[src/rtl/wordcap.sv]
// wordcap: 8N1 serial receiver that assembles terminator-delimited words into a readable buffer.
module wordcap #(
    parameter int          CLKS_PER_BIT = 5208,
    parameter logic [7:0]  TERM         = 8'h0D,
    parameter int          MAX_LEN      = 11
) (
    input  logic       sysclk,
    input  logic       rst_n,
    input  logic       rx,
    input  logic [3:0] rd_addr,
    output logic [7:0] rd_data,
    output logic [7:0] byte_data,
    output logic       byte_valid,
    output logic       frame_err,
    output logic       word_done,
    output logic [3:0] word_len,
    output logic       overflow,
    output logic       busy
);
    localparam int          CW   = $clog2(CLKS_PER_BIT);
    localparam logic [CW-1:0] FULL = CW'(CLKS_PER_BIT - 1);
    localparam logic [CW-1:0] HALF = CW'(CLKS_PER_BIT / 2 - 1);
    localparam logic [3:0]  ML   = 4'(MAX_LEN);

    typedef enum logic [1:0] {IDLE, START, DATA, STOP} state_t;

    state_t        state, state_n;
    logic [CW-1:0] cnt, cnt_n;
    logic [2:0]    idx, idx_n;
    logic [7:0]    shift, shift_n, bd_n;
    logic          bv_n, fe_n;
    logic          s1, rs, rp;
    logic [3:0]    count;
    logic [7:0]    mem [16];

    always_ff @(posedge sysclk or negedge rst_n) begin
        if (!rst_n) begin
            s1 <= 1'b1;
            rs <= 1'b1;
            rp <= 1'b1;
        end else begin
            s1 <= rx;
            rs <= s1;
            rp <= rs;
        end
    end

    always_ff @(posedge sysclk or negedge rst_n) begin
        if (!rst_n) begin
            state      <= IDLE;
            cnt        <= '0;
            idx        <= '0;
            shift      <= '0;
            byte_data  <= '0;
            byte_valid <= 1'b0;
            frame_err  <= 1'b0;
        end else begin
            state      <= state_n;
            cnt        <= cnt_n;
            idx        <= idx_n;
            shift      <= shift_n;
            byte_data  <= bd_n;
            byte_valid <= bv_n;
            frame_err  <= fe_n;
        end
    end

    always_comb begin
        state_n = state;
        cnt_n   = cnt + 1'b1;
        idx_n   = idx;
        shift_n = shift;
        bd_n    = byte_data;
        bv_n    = 1'b0;
        fe_n    = 1'b0;
        case (state)
            IDLE: begin
                cnt_n   = '0;
                state_n = (rp && !rs) ? START : IDLE;
            end
            START: if (cnt == HALF) begin
                cnt_n   = '0;
                idx_n   = '0;
                state_n = rs ? IDLE : DATA;
            end
            DATA: if (cnt == FULL) begin
                cnt_n       = '0;
                shift_n[idx] = rs;
                idx_n       = idx + 1'b1;
                state_n     = (idx == 3'd7) ? STOP : DATA;
            end
            default: if (cnt == FULL) begin
                cnt_n   = '0;
                state_n = IDLE;
                bv_n    = rs;
                fe_n    = !rs;
                bd_n    = rs ? shift : byte_data;
            end
        endcase
    end

    // Word assembly trails byte_valid by one cycle, so its pulses never overlap the byte's own.
    always_ff @(posedge sysclk or negedge rst_n) begin
        if (!rst_n) begin
            count     <= '0;
            word_len  <= '0;
            word_done <= 1'b0;
            overflow  <= 1'b0;
            for (int i = 0; i < 16; i++) mem[i] <= '0;
        end else begin
            word_done <= 1'b0;
            overflow  <= 1'b0;
            if (frame_err)
                count <= '0;
            else if (byte_valid) begin
                if (byte_data == TERM) begin
                    if (count != 4'd0) begin
                        word_len  <= count;
                        word_done <= 1'b1;
                        count     <= '0;
                    end
                end else if (count < ML) begin
                    mem[count] <= byte_data;
                    count      <= count + 4'd1;
                end else
                    overflow <= 1'b1;
            end
        end
    end

    assign rd_data = (rd_addr < ML) ? mem[rd_addr] : 8'h00;
    assign busy    = (state != IDLE);
endmodule

[config.mk]
export PLATFORM = sky130hd
export DESIGN_NAME = wordcap
export DESIGN_NICKNAME = d
export VERILOG_FILES = /design/src/rtl/wordcap.sv
export SDC_FILE = /design/constraint.sdc
export NUM_CORES = 1
export LEC_CHECK = 0
export ABC_AREA = 1
export BUFFER_PORTS_ARGS = -buffer_cell sky130_fd_sc_hd__buf_2
export CAP_MARGIN = 20
export CORE_MARGIN = 2
export CORE_UTILIZATION = 58
export CTS_CLUSTER_DIAMETER = 50
export DETAILED_ROUTE_END_ITERATION = 10
export PLACE_DENSITY = 0.79
export SLEW_MARGIN = 20
export SYNTH_ARGS = -nofsm -noshare
export SYNTH_HDL_FRONTEND = slang
export SYNTH_SLANG_ARGS = --single-unit
[constraint.sdc]
create_clock -name sysclk -period 2.15 [get_ports sysclk]
set_clock_uncertainty 0.1 [all_clocks]
set_input_delay 0.1075 -clock sysclk [delete_from_list [all_inputs] [get_ports sysclk]]
set_output_delay 0.1075 -clock sysclk [all_outputs]
set_load 0.03 [all_outputs]
== After elaboration in Yosys (flattened, before gate mapping) ==
Cells that the tools add are included.
Word-level totals
  bits of input ports: 7
  word-level logic and storage cells: 113
  output and inout port bits: 25
  bits in registers: 177
Cells by class
  $add $sub $neg: 3
  eq/ne operators: 9
  mux-type cells: 40
  bitwise logic cells: 5
  reduce and logical (&&, ||, !) cells: 19
  $lt $le $gt $ge: 7
Operator list (number)
  bitwise mux 128 bit: 1
  binary-select mux 8 bit (select 4 bit): 1
  demux 8 bit (select 4 bit): 1
  two-way mux 8 bit: 4
  two-way mux 13 bit: 2
  one-hot mux 13 bit (2 select lines): 1
  two-way mux 4 bit: 5
  two-way mux 1 bit: 15
  adder 13 x 1 -> 13 bit, second input constant: 1
  == test 13 x 12 -> 1 bit, second input constant: 1
  == test 13 bit, second input constant: 1
  AND reduction 3 bit: 4
  greater-or-equal comparator 5 bit, second input constant: 2
  inverter 4 -> 5 bit: 2
  bitwise mux 8 bit: 1
  == test 8 x 4 -> 1 bit, second input constant: 1
  less-than comparator 4 bit, second input constant: 2
  two-way mux 2 bit: 4
  AND reduction 4 bit: 2
  two-way mux 3 bit: 2
  one-hot mux 2 bit (3 select lines): 1
  one-hot mux 3 bit (2 select lines): 1
  nonzero test 2 bit: 3
  nonzero test 3 bit: 2
  other kinds (18): 23

== Depth between registers and ports, before layout ==
Gate-level depths: netlist of the first run.
  word-level depth: 6
  gate-level depth with buffers: 10
  gate-level depth less buffers: 9

== Worst setup path after synthesis of the first run ==
No wires, ideal clock.
  path kind: reg2reg
  start point: register count[0]
  end point: register mem[120] (netlist bit)
  library setup time: 118 ps
  setup slack: 467 ps
  arrival time: 1465 ps
  cell stages (with the launch flop): 9
  data required time: 1932 ps
  clock period less this slack: 1683 ps
  path buffers: 1
  cell sequence: dfrtp_1 -> ha_1 -> inv_1 -> a21oi_2 -> nor2_4 -> buf_6 -> nand3_1 -> nand2_1 -> nand2_1
Between the ends
  word-level cells in the longest chain between the ends: 6
  elaborated cells between the ends (all ways): 9
  those cells by class: order compare: 3; mux: 3; bitwise: 1; reduce/logical: 2
RTL lines
  start, declared: RTL line 33  | logic [3:0] count;
  start signal, assigned: RTL line 124  | count <= count + 4'd1;
  inverter 4 -> 5 bit (implied by the code): RTL line 123  | mem[count] <= byte_data;
  greater-or-equal comparator 5 bit (implied by the code) or less-than comparator 5 x 1 -> 1 bit (tied branches): RTL line 123
  logical AND 1 bit (implied by the code): RTL line 123
  two-way mux 8 bit (implied by the code): RTL line 123
  demux 8 bit (select 4 bit): RTL line 123
  bitwise mux 128 bit: RTL line 123
  end signal, assigned by index: RTL line 123
  end, declared: RTL line 34  | logic [7:0] mem [16];
Several ways; a longest one is shown, not always the timed one.
A chain may end at the register's enable or synchronous reset.

== Worst setup path after layout of the first run ==
  start point: register count[0]
  end point: register mem[63] (netlist bit)
The elaborated chain is that of the path after synthesis.

==> metrics.md, run 1 <==
| Metric | Value |
|---|---|
| Result of the run | finished clean |
| Final RePlAce weighted congestion | 0.8548 |
| Synth Cell Area | 6984 um2 |
| Design Power | 5.956 mW |
| Drc violations | 0 |
| Count of final max-slew check failures | 0 |
| Overall die width | 113.7 um |
| Total clock sinks | 137 |
| Slowest library cell on the worst path | dfrtp_1 |
| Post-CTS Repair Setup Buffers | 0 |
| Period Utilization, post-route | 0.9357 |
| Worst slew slack as a fraction of its limit | 0.5897 |
| Non-filler cells, final | 1083 |
| Fraction of layout instances using a drive strength above 1 | 0.1357 |
| GRT Resource Usage Total | 0.3004 |
| Total vias in the final route | 6323 |
| Setup tns final | 0 ns |
| Sum of overflow across all layers after global routing | 0 |
| # port buffers | 31 |
| Setup Viol. Count Final | 0 |
| Largest incremental delay on the critical path | 0.43 ns |
| Most used routing layer | met2 |
| Cells traversed along the worst timing path | ha_1, inv_1, a21oi_2, nor2_4, buf_12, nand3_1, nand2_1, nand2_1 |
| Required time at the endpoint of the critical path | 2.36 ns |
| Routed wirelength normalized by instance count | 16.66 um |
| Number of library cell types mapped by synthesis | 33 |
| Area of the placeable core | 11860 um2 |
| Deepest level of the CTS H-tree | 4 |
| Cell repeated most along the worst path | nand2_1 |
| Total of max-cap violations | 0 |
| Largest net degree at the start of global routing | 56 |
| Setup Crit Path Kind | reg -> reg |
| Global-route wire length before repair | 30.13 mm |
| Synth warnings | 0 |
| Top-area cell type share of the netlist area | 0.4801 |
| Synth area leaders | dfrtp_1 (48%), nand2_1 (16%), nand4_1 (7.2%) |
| Ranking of synthesized cells by instance count | nand2_1 (297), dfrtp_1 (134), nor2_1 (94), nand4_1 (80), o21ai_0 (63) |
| Clock tree from TritonCTS | done |
| Root buffer selected by CTS | clkbuf_16 |
| Most used standard cell by instance count after synthesis | nand2_1 |
| Crit path arrival time | 2.22 ns |
| Maximum resistive drop on vdd | 465.8 uV |
| Seq/Total Area, Yosys | 0.4914 |
| Final routed wirelength across all metal layers | 18.04 mm |
| Crit end category | flip-flop |
| Number of enable flip-flop cells after synthesis | 0 |
| Number of antenna violations at the first check in global routing | 0 |
| Vias/cell | 5.838 |
| Inserted Diodes | 0 |
| Max clock buf depth | 2 |
| Final-stage net count | 937 |
| Area added between synthesis and finish | 14.64% |
| Largest driver fanout on the critical path | 51 |
| Initial Utilization | 0.5888 |
| Cell Count Post-Placement | 1049 |
| Most used DFF post-synth | dfrtp_1 |
| Clock period minus final worst setup slack | 2.012 ns |
| Share of synthesized flip-flops with an asynchronous set or reset | 1.000 |
| Half-perimeter wire length after placement | 11.69 mm |
| Die outline height | 113.7 um |
| Worst slack, placed | 0.07084 ns |
| Final worst setup slack | 0.1383 ns |
| Post-route antenna net violation count | 0 |
| Met1 Usage GRT | 0.3767 |
| Die Footprint | 12940 um2 |
| Initial drt markers | 536 |
| Global routing usage on met2 | 0.5038 |
| Standby leakage power | 4.077 nW |
| Top-level I/O count | 32 |
| Number of buffers added by the clock tree synthesis step | 17 |
| Syn_nets | 899 |
| Clock-pin slew on the worst setup and hold paths | 0.06 ns |
| Mean instance size in the synthesized netlist | 7.892 um2 |
| Startpoint Class | flip-flop |
| Number of instances in the synthesized netlist | 885 |
| Pwr dens | 743.9 nW/um2 |
| Top cell type by total area after synthesis | dfrtp_1 |
| Number of storage elements in the synthesis netlist | 137 |
| Number of endpoints with negative hold slack in the final report | 0 |
| Peak clock frequency supported by timing | 497.1 MHz |
| Num rows | 40 |
| Met3 Usage GRT | 0.05685 |
| Measured slew at the worst slew-check pin | 0.6147 ns |
| Worst-Skew Late Latency | 0.43 ns |
| Initial DRT Pass Iterations | 5 |
| Via count of the first global-routing pass | 6188 |
| Unrepaired setup endpoints after global routing | false |
| Kind of path behind the tightest hold check | in -> async |
-- registers in the layout (all words and copies together) (netlist names), 2 cells and up --
signal,flops
shift,8
word_len,4
state,2
count,4
byte_data,8
cnt,13
idx,3
mem,88
-- final timing paths --
kind	from	to	slack, ns	cells past startpoint
setup / recovery	count[0]	mem[63]	0.14	8
hold / removal	rst_n	cnt[10]	0.11	2
setup reg to reg	count[0]	mem[63]	0.14	8
hold reg to reg	s1	rs	0.26	0
max in group asynchronous	rst_n	rp	1.10	3
min in group sysclk	rx	s1	0.22	2
-- placed cells by master (no fill, tap or decap), drive strengths merged, types with 4 or more instances in the layout --
| cell | count |
|---|---|
| dfrtp | 134 |
| o211ai | 16 |
| nand4 | 80 |
| inv | 49 |
| nand3 | 54 |
| o21ai | 63 |
| o22ai | 8 |
| xor2 | 4 |
| clkbuf | 22 |
| nor2 | 108 |
| buf | 59 |
| ha | 7 |
| nor3 | 8 |
| clkinv | 4 |
| nand2 | 303 |
-- kinds of logic after synthesis --
family,Yosys count,share of synthesized area
AOI/OAI and AO/OA,90,0.07273
xor gates and xnor gates,6,0.007524
adders and majority gates,7,0.01254
buffers and inverters,91,0.06181
DFF,137,0.4914
and+or+nand+nor,554,0.3540
-- final cells by class --
class                           count  area, um2
Fill cell                         988       3855
Clock inverter                     10      140.1
Tap cell                          147      183.9
Clock buffer                       22      494.2
Multi-Input combinational cell    657       3141
Timing Repair Buffer               61      429.2
Sequential cell                   137       3432
Inverter                           49      186.4
-- per-layer routing --
| layer | share of wire | wire length (um) | vias up |
|---|---|---|---|
| li1 | - | - | 3031 |
| met1 | 0.40 | 7288 | 2979 |
| met4 | 0.039 | 698 | 0 |
| met3 | 0.060 | 1083 | 62 |
| met5 | 0 | 0 | - |
| met2 | 0.50 | 8968 | 251 |
-- worst max-delay path: cells and delay by family, from the launching register on --
kind / cells / cell delay [ns]
flops: 1 / 0.43
simple gates: 4 / 0.63
fa+ha+maj: 1 / 0.25
buf+inv: 2 / 0.38
compound gates: 1 / 0.09
-- what timing repair did --
| item | in CTS | in global routing |
|---|---|---|
| endpoints found under the hold margin | 91 | 0 |
| gates resized for setup | 0 | 4 |
| hold buffers | 2 | 0 |
| endpoints found under the setup margin | 0 | 18 |
-- per-stage QoR --
step                cell area, um2    util  hold slack, ns
floorplan                     6984       -         -0.2881
global placement              7332  0.6181       -0.003449
detailed placement            7332  0.6181      -0.0001935
global route                  8006  0.6750          0.1596
CTS                           7986  0.6733          0.1143
finish                        8006  0.6750          0.1109
-- report_power, final --
part	leakage [nW]	internal [mW]	switching, mW
clock network	0.304	1.98	1.10
logic	1.87	0.0754	0.205
registers	1.90	2.59	0.00738
No activity file was read; power rests on OpenSTA's default activity.
==> run 2: changes to the inputs <==
- CORE_ASPECT_RATIO: not set -> 1.2
- SLEW_MARGIN: 20 -> 40
==> metrics.md, run 2 (synthesized netlist as in run 1, its figures left out) <==
| Metric | Value |
|---|---|
| GRT Resource Usage Total | 0.2963 (-0.004153) |
| Final routed wirelength across all metal layers | 18.01 mm (-0.15%) |
| Kind of path behind the tightest hold check | in -> async |
| Area taken by multi-input logic gates | 3120 um2 (-0.64%) |
| Post-route antenna net violation count | 0 (unchanged) |
| Final worst setup slack | 0.1218 ns (-0.01648 ns) |
| Post-CTS Hold Fix Bufs | 2 (unchanged) |
| Die outline height | 124.2 um (+9.2%) |
| Clock-pin slew on the worst setup and hold paths | 0.06 ns (about the same) |
| Pwr dens | 732.1 nW/um2 (-1.6%) |
| Drc violations | 0 (unchanged) |
| Period Utilization, post-route | 0.9434 (+0.007667) |
| Global-route wire length before repair | 30.37 mm (+0.78%) |
| Inserted Diodes | 0 (unchanged) |
| Highest-count cells in the layout ignoring fill and taps | nand2_1 (297), dfrtp_1 (134), nor2_1 (94) |
| Max clock buf depth | 2 (unchanged) |
| Crit end category | flip-flop |
| Setup Viol. Count Final | 0 (unchanged) |
| Number of endpoints with negative hold slack in the final report | 0 (unchanged) |
| Fraction of layout instances using a drive strength above 1 | 0.1362 (+0.0004865) |
| Number of fill cells in the layout | 955 (-3.3%) |
| Largest driver fanout on the critical path | 32 (-37%) |
| Worst slew slack as a fraction of its limit | 0.6389 (+0.04914) |
| Final-stage net count | 941 (+0.43%) |
| Number of buffers added by the clock tree synthesis step | 17 (unchanged) |
| Clock period minus final worst setup slack | 2.028 ns (+0.01648 ns) |
| Half-perimeter wire length after placement | 12.14 mm (+3.9%) |
| Combined flip-flop and latch cell area | 3432 um2 (unchanged) |
| Cell repeated most along the worst path | nand2_1 |
| Setup Crit Path Kind | reg -> reg |
| Num rows | 43 (+7.5%) |
| Peak clock frequency supported by timing | 493.0 MHz (-0.81%) |
| Routed wirelength normalized by instance count | 16.42 um (-1.4%) |
| Top-level I/O count | 32 (unchanged) |
| Initial DRT Pass Iterations | 5 (unchanged) |
| Most common cell after layout, fill and taps aside | nand2_1 |
| Die Footprint | 12940 um2 (about the same) |
| Initial drt markers | 478 (-11%) |
| Total of max-cap violations | 0 (unchanged) |
| Cells traversed along the worst timing path | ha_1, inv_1, a21oi_2, nor2_4, buf_12, nand3_1, nand2_1, nand2_1 |
| Final RePlAce weighted congestion | 0.9486 (+11%) |
| Worst-Skew Late Latency | 0.42 ns (about the same) |
| Worst slack, placed | 0.1504 ns (+0.07956 ns) |
| Crit path arrival time | 2.22 ns (about the same) |
| Required time at the endpoint of the critical path | 2.35 ns (about the same) |
| Setup tns final | 0 ns (unchanged) |
| Initial Utilization | 0.5982 (+0.009402) |
| Number of antenna violations at the first check in global routing | 0 (unchanged) |
| Post-cts resize count | 0 (unchanged) |
| Unrepaired setup endpoints after global routing | false |
| Largest net degree at the start of global routing | 57 (+1.8%) |
| Total vias in the final route | 6309 (-0.22%) |
| Startpoint Class | flip-flop |
| Area added between synthesis and finish | 15.03% |
| Number of buffers and inverters on the critical path | 2 (unchanged) |
| Slowest library cell on the worst path | dfrtp_1 |
| Overall die width | 104.2 um (-8.4%) |
| Post-CTS Repair Setup Buffers | 0 (unchanged) |
| Deepest level of the CTS H-tree | 4 (unchanged) |
| Measured slew at the worst slew-check pin | 0.5411 ns (-0.07362 ns) |
| Maximum resistive drop on vdd | 494.1 uV (+6.1%) |
| Largest incremental delay on the critical path | 0.42 ns (about the same) |
| # port buffers | 31 (unchanged) |
| Largest register FFs | 88 (unchanged) |
| Vias/cell | 5.751 (-1.5%) |
| Largest reg by FF count | mem |
| Largest registers | mem x88, cnt x13 |
| Area of the placeable core | 11670 um2 (-1.6%) |
| Standby leakage power | 4.084 nW (+0.18%) |
| Sum of overflow across all layers after global routing | 0 (unchanged) |
| Root buffer selected by CTS | clkbuf_16 |
| Via count of the first global-routing pass | 6190 (+0.032%) |
| Count of final max-slew check failures | 0 (unchanged) |
| Clock tree from TritonCTS | done |
| Total clock sinks | 137 (unchanged) |
| Result of the run | finished clean |
| Crit-path leading delay family | simple AND/OR/NAND/NOR gates |
-- run 2: cell types whose count changed in the layout (fill, tap and decap cells not counted), moves of 2 or more --
cell | previous run | this run
nand3_1 | 49 | 52
nand3_2 | 5 | 2
buf_12 | 3 | 5
buf_4 | 25 | 27
clkbuf_8 | 5 | 3
clkinv_2 | 2 | 4
clkinv_4 | 2 | 0
clkinvlp_4 | 3 | 5
-- run 2: worst register-to-register path, cell delays in order (launching register included) --
cell and delay [ns]:
dfrtp_1 0.42, ha_1 0.23, inv_1 0.13, a21oi_2 0.10, nor2_4 0.20, buf_12 0.21, nand3_1 0.27, nand2_1 0.18
nand2_1 0.08
-- run 2: final timing paths --
check / start / endpoint / slack (ns) / cells after the start
worst min register to register: s1 / rs / 0.26 / 0
worst min-delay path: rst_n / mem[50] / 0.13 / 2
worst max-delay path: count[1] / mem[91] / 0.12 / 8
max in group asynchronous: rst_n / rp / 1.16 / 3
min in group sysclk: s1 / rs / 0.26 / 0
worst max register to register: count[1] / mem[91] / 0.12 / 8
-- run 2: cell type report --
class / instances / share of cell area
Tap cell: 157 / 0.02445
Clock inverter: 12 / 0.01838
Multi-Input combinational cell: 657 / 0.3884
Inverter: 49 / 0.02321
Timing Repair Buffer: 65 / 0.06027
Sequential cell: 137 / 0.4272
Clock buffer: 20 / 0.05809
-- run 2: routing by layer --
metal | track usage | vias up | wire, um
met5 | 0 | - | 0
met4 | 0.1614 | 0 | 938
met3 | 0.05398 | 68 | 1033
met2 | 0.4969 | 242 | 8975
met1 | 0.3622 | 2964 | 7064
li1 | - | 3035 | -
-- run 2: per-stage QoR --
| stage | hold slack, ns | total power [mW] | cell area, um2 | cells | util |
|---|---|---|---|---|---|
| global route | 0.1567 | 6.060 | 8034 | 1097 | 0.6881 |
| CTS | 0.1265 | 5.920 | 8034 | 1097 | 0.6881 |
| global placement | 0.008316 | 2.922 | 7400 | 1063 | 0.6338 |
| detailed placement | 0.006520 | 2.923 | 7400 | 1063 | 0.6338 |
| finish | 0.1256 | 5.882 | 8034 | 1097 | 0.6881 |
| floorplan | -0.2881 | 2.791 | 6984 | 885 | - |
-- run 2: report_power, final --
part / total (mW) / switching [mW] / internal, mW
Sequential: 2.60 / 0.00712 / 2.59
Clock: 3.00 / 1.10 / 1.91
Combinational: 0.284 / 0.207 / 0.0767
